[src/rtl/hack_pkg.sv]
// Shared Hack CPU definitions: word width, program-counter reset address,
// the 16-bit word type and the 16-bit 2:1 mux primitive used for datapath
// selection.
package hack_pkg;

  localparam int WORD_W = 16;

  typedef logic [WORD_W-1:0] word_t;

  localparam word_t PC_RESET = 16'h0000;

  // 16-bit 2:1 mux primitive: returns b when sel is high, a otherwise.
  function automatic word_t mux16(input word_t a, input word_t b, input logic sel);
    return sel ? b : a;
  endfunction

endpackage

[src/rtl/inc16.sv]
// 16-bit ripple incrementer built from a chain of half adders.
// Ports:
//   i_a     - operand
//   o_sum   - i_a + 1, modulo 2^16
//   o_carry - carry out of bit 15 (high only when i_a == 16'hFFFF)
module inc16
  import hack_pkg::*;
(
  input  word_t i_a,
  output word_t o_sum,
  output logic  o_carry
);

  logic [WORD_W:0] w_c;

  // Incrementing is adding a constant 1, which enters as the carry into bit 0.
  assign w_c[0] = 1'b1;

  genvar g;
  generate
    for (g = 0; g < WORD_W; g++) begin : g_ha
      assign o_sum[g]  = i_a[g] ^ w_c[g];
      assign w_c[g+1]  = i_a[g] & w_c[g];
    end
  endgenerate

  assign o_carry = w_c[WORD_W];

endmodule

[src/rtl/pc16.sv]
// Hack CPU program counter with halt (jump-to-self) detection and a
// wrap pulse for FFFF->0000 increments.
// Ports:
//   clk     - system clock, rising edge
//   reset   - asynchronous active-high reset
//   clr     - synchronous clear to RESET_ADDR (highest priority)
//   load    - load in (jump taken)
//   inc     - increment by one
//   in      - jump target
//   out     - current program counter (registered)
//   halted  - sticky jump-to-self flag, cleared by reset/clr (registered)
//   wrapped - one-cycle pulse after an FFFF increment (registered)
module pc16
  import hack_pkg::*;
#(
  parameter int               WIDTH      = WORD_W,
  parameter logic [WIDTH-1:0] RESET_ADDR = PC_RESET
) (
  input  logic             clk,
  input  logic             reset,
  input  logic             clr,
  input  logic             load,
  input  logic             inc,
  input  logic [WIDTH-1:0] in,
  output logic [WIDTH-1:0] out,
  output logic             halted,
  output logic             wrapped
);

  word_t r_out;
  logic  r_halted;
  logic  r_wrapped;

  word_t w_inc_sum;
  logic  w_inc_carry;
  word_t w_next;
  logic  w_eq;
  logic  w_halt_next;
  logic  w_wrap_next;

  inc16 u_inc16 (
    .i_a     (r_out),
    .o_sum   (w_inc_sum),
    .o_carry (w_inc_carry)
  );

  // Mux chain ordered so the outermost stage has highest priority:
  // clr > load > inc > hold.
  assign w_next = mux16(mux16(mux16(r_out, w_inc_sum, inc), in, load), RESET_ADDR, clr);

  // Halt compare is against the pre-edge out: XOR per bit, then NOR-reduce.
  assign w_eq = ~|(r_out ^ in);

  assign w_halt_next = ~clr & (r_halted | (load & w_eq));

  // Only a winning increment from FFFF produces the pulse.
  assign w_wrap_next = ~clr & ~load & inc & w_inc_carry;

  always_ff @(posedge clk or posedge reset) begin
    if (reset) begin
      r_out     <= RESET_ADDR;
      r_halted  <= 1'b0;
      r_wrapped <= 1'b0;
    end else begin
      r_out     <= w_next;
      r_halted  <= w_halt_next;
      r_wrapped <= w_wrap_next;
    end
  end

  assign out     = r_out;
  assign halted  = r_halted;
  assign wrapped = r_wrapped;

endmodule
[config.mk]
export PLATFORM = sky130hd
export DESIGN_NAME = pc16
export DESIGN_NICKNAME = d
export VERILOG_FILES = /design/src/rtl/hack_pkg.sv /design/src/rtl/inc16.sv /design/src/rtl/pc16.sv
export SDC_FILE = /design/constraint.sdc
export NUM_CORES = 1
export LEC_CHECK = 0
export BUFFER_PORTS_ARGS = -buffer_cell sky130_fd_sc_hd__buf_2
export CAP_MARGIN = 10
export CORE_AREA = 2 2 54 56
export DETAILED_ROUTE_END_ITERATION = 8
export DIE_AREA = 0 0 56 58
export PLACE_DENSITY = 0.81
export SLEW_MARGIN = 25
export SYNTH_ARGS = -nofsm -noshare
export SYNTH_HDL_FRONTEND = slang
export SYNTH_SLANG_ARGS = --single-unit
export TNS_END_PERCENT = 50
[constraint.sdc]
create_clock -name clk -period 10.1 [get_ports clk]
set_clock_uncertainty 0.1 [all_clocks]
set_input_delay 2.02 -clock clk [delete_from_list [all_inputs] [get_ports clk]]
set_output_delay 2.02 -clock clk [all_outputs]
set_load 0.02 [all_outputs]
==> results.md <==
* Critical Path RT at 10.18 ns
* CP startpoint kind: flop
* Ys Warns at 0
* Initial antenna violation count at 0
* Post-Place Cells at 193
* CTS tree: built
* Seq/Total Area, Yosys at 0.356
* Diode count at 0
* DRC Markers at 0
* Die area at 3250 um2
* GRT Total Usage at 0.183
* Delay-heaviest family, CP: adder cells
* DP Wirelength at 2070 um
* GP Congestion at 0.823
* Post-synth cell types at 20
* Clk slew on worst S/H paths at 0.11 ns
* Leak at 0.857 nW
* Later-pin clock latency in the skew report at 0.30 ns
* R2r worst-path depth at 19
* Largest net degree at the start of global routing at 35
* Worst r2r src: out[0]
* H-tree depth at 1
* Via count at 1,046
* Biggest cell delay along the critical path at 0.44 ns
* CP Launch Point: out[0]
* Outcome: finished clean
* Pin slew with the least headroom to its limit at 0.686 ns
* Final period util at 0.388
* # clock sinks at 18
* Largest area contributor in the netlist: dfrtp_1
* Initial Util at 0.475
* First-pass GRT wire length at 4650 um
* CP endpoint kind: flop
* Post-route minimum period at 3.92 ns
* Place WS at 6.20 ns
* Multi-input gate area at 752 um2
* Max cap viols at 0
* Syn avg cell area at 9.58 um2
* Setup ws final at 6.18 ns
* Crit Path Max Fanout at 4
* Critical path, cell by cell: ha_1 > ha_1 > ha_1 > ha_1 > ha_1 > ha_1 > ha_1 > ha_1 > ha_1 > ha_1 > ha_1 > ha_1 > ha_1 > ha_1 > ha_1 > mux2i_1 > nor2_1 > a21oi_1 > nor2_1
* Setup crit end: out[15]
* Synth Net Count at 168
* CP bufs+invs at 0
* Vias in the first global route at 1,036
* CTS resizes at 0
* Max-slew violations at 0
* Synth area leaders: dfrtp_1, ha_1, mux2i_1
* Cts-stage hold buffer count at 0
* WL final at 2740 um
* RSZ-0062 raised after global routing: no
* Final net count at 203
* WL/cell at 13.9 um
* Hold_ws at 0.462 ns
* Storage cell area at 450 um2
* Share of cells above drive strength 1 at 0.265
* Slew Limit Headroom at 0.542
* P&R area growth vs syn at 16.6%
* Num CTS Buffers at 3
* Worst Setup Path Type: flop to flop
* Cells after Synth at 132
* Maximum VDD drop at 0.000105 V
* Die X at 56 um
* CP max stage cell: dfrtp_1
* Postcts setup bufs at 0
* Starting DRT DRC Count at 16
* Flops & latches, synth at 18
* Input/output buffers at 38
* Clock root cell: clkbuf_4
* Path length in cells of the critical path at 19
* Routed Antenna Nets at 0
* Most Frequent Cell on Critical Path: ha_1
* # setup viols final at 0
* R2r endpoint: out[15]
* Hold violation total from the final report at 0
* Crit path DAT at 4.00 ns
* Top-area cell type share of the netlist area at 0.356
* Grt total ovfl at 0
* Core ar. at 2660 um2
* Post-Layout Cell Count at 197
* Site Rows at 19
* # IOs at 39
* Reg2Reg Setup Slack at 6.18 ns
* Fmax achieved at 255 MHz
* Pwr Density at 111 nW/um2
* Max Root-Sink Buffers at 2
* Fin Setup TNS at 0 ns
* Netlist Area Pre-Place at 1260 um2
* Worst min path class: flop to flop
* Length of the first detailed-routing pass in iterations at 4
* Chip Height at 58 um
* Avg Vias per Cell at 5.31
* Fill cell count at 248
[per-layer routing]
| layer | global-route usage | wire, um |
|---|---|---|
| met5 | 0 | 0 |
| met4 | 0.0816 | 61 |
| met3 | 0.0335 | 126 |
| met2 | 0.314 | 1440 |
| met1 | 0.226 | 1110 |
[through the flow]
| step | total power [W] | cell area [um2] | utilization |
|---|---|---|---|
| after floorplan | 0.000108 | 1260 | - |
| after global placement | 0.000119 | 1440 | 0.540 |
| after detailed placement | 0.000121 | 1440 | 0.540 |
| after CTS | 0.000166 | 1480 | 0.554 |
| after global routing | 0.000174 | 1480 | 0.554 |
| final | 0.000164 | 1480 | 0.554 |
[power by group]
group / internal (W) / switching [W] / leakage [nW] / total [W]
clock: 0.0000220 / 0.0000232 / 0.0210 / 0.0000452
sequential: 0.0000757 / 0.00000465 / 0.241 / 0.0000803
combinational: 0.0000155 / 0.0000233 / 0.596 / 0.0000388
total: 0.000113 / 0.0000512 / 0.857 / 0.000164
[layout make-up]
class | instances | area share
inverter | 2 | 0.00509
sequential | 18 | 0.305
timing repair buffer | 38 | 0.129
clock buffer | 4 | 0.0246
tap | 31 | 0.0263
multi-input combinational | 104 | 0.510
[cell usage in the layout, fill, tap and decap left out]
cell type  count
buf_2         38
nor2_1        32
dfrtp_1       18
a21oi_1       16
mux2i_1       15
xor2_1        15
ha_1          15
clkbuf_4       3
xnor2_1        2
inv_1          2
nor3_1         2
nor4_1         2
nor4_2         1
nand4b_1       1
nand3_1        1
o22ai_2        1
nand2_1        1
clkbuf_8       1
[worst min path at each step]
stage	cells past startpoint	from	end	slack, ns
floorplan	2	halted	halted	0.53
global placement	2	halted	halted	0.44
detailed placement	2	halted	halted	0.45
CTS	2	halted	halted	0.47
global route	2	halted	halted	0.48
finish	2	halted	halted	0.46
[cell usage after synthesis, drive strengths merged]
cell and number:
buf 6, nor2 32, nor4 3, nor3 2, xor2 15, inv 2
xnor2 2, o22ai 1, nand4b 1, a21oi 16, nand3 1, mux2i 15
nand2 1, dfrtp 18, ha 15, clkbuf 2
[state kept, by name, indices dropped and copies added (netlist names)]
signal / cells
wrapped: 1
halted: 1
out: 16
[logic make-up (layout without fill, tap and decap cells)]
| logic type | after synthesis | count (layout) | synth area share |
|---|---|---|---|
| flops | 18 | 18 | 0.356 |
| xor+xnor | 17 | 17 | 0.118 |
| simple gates | 40 | 40 | 0.136 |
| buf+inv | 10 | 44 | 0.0494 |
| mux | 15 | 15 | 0.119 |
| compound gates | 17 | 17 | 0.0732 |
| fa+ha+maj | 15 | 15 | 0.148 |
[worst reg2reg max path, stage by stage, from the launching register on]
cell and delay [ns]:
dfrtp_1 0.44, ha_1 0.22, ha_1 0.18, ha_1 0.19
ha_1 0.19, ha_1 0.18, ha_1 0.18, ha_1 0.17
ha_1 0.18, ha_1 0.19, ha_1 0.19, ha_1 0.19
ha_1 0.19, ha_1 0.18, ha_1 0.18, ha_1 0.27
mux2i_1 0.13, nor2_1 0.05, a21oi_1 0.14, nor2_1 0.05
(Power assumes the default switching activity.)
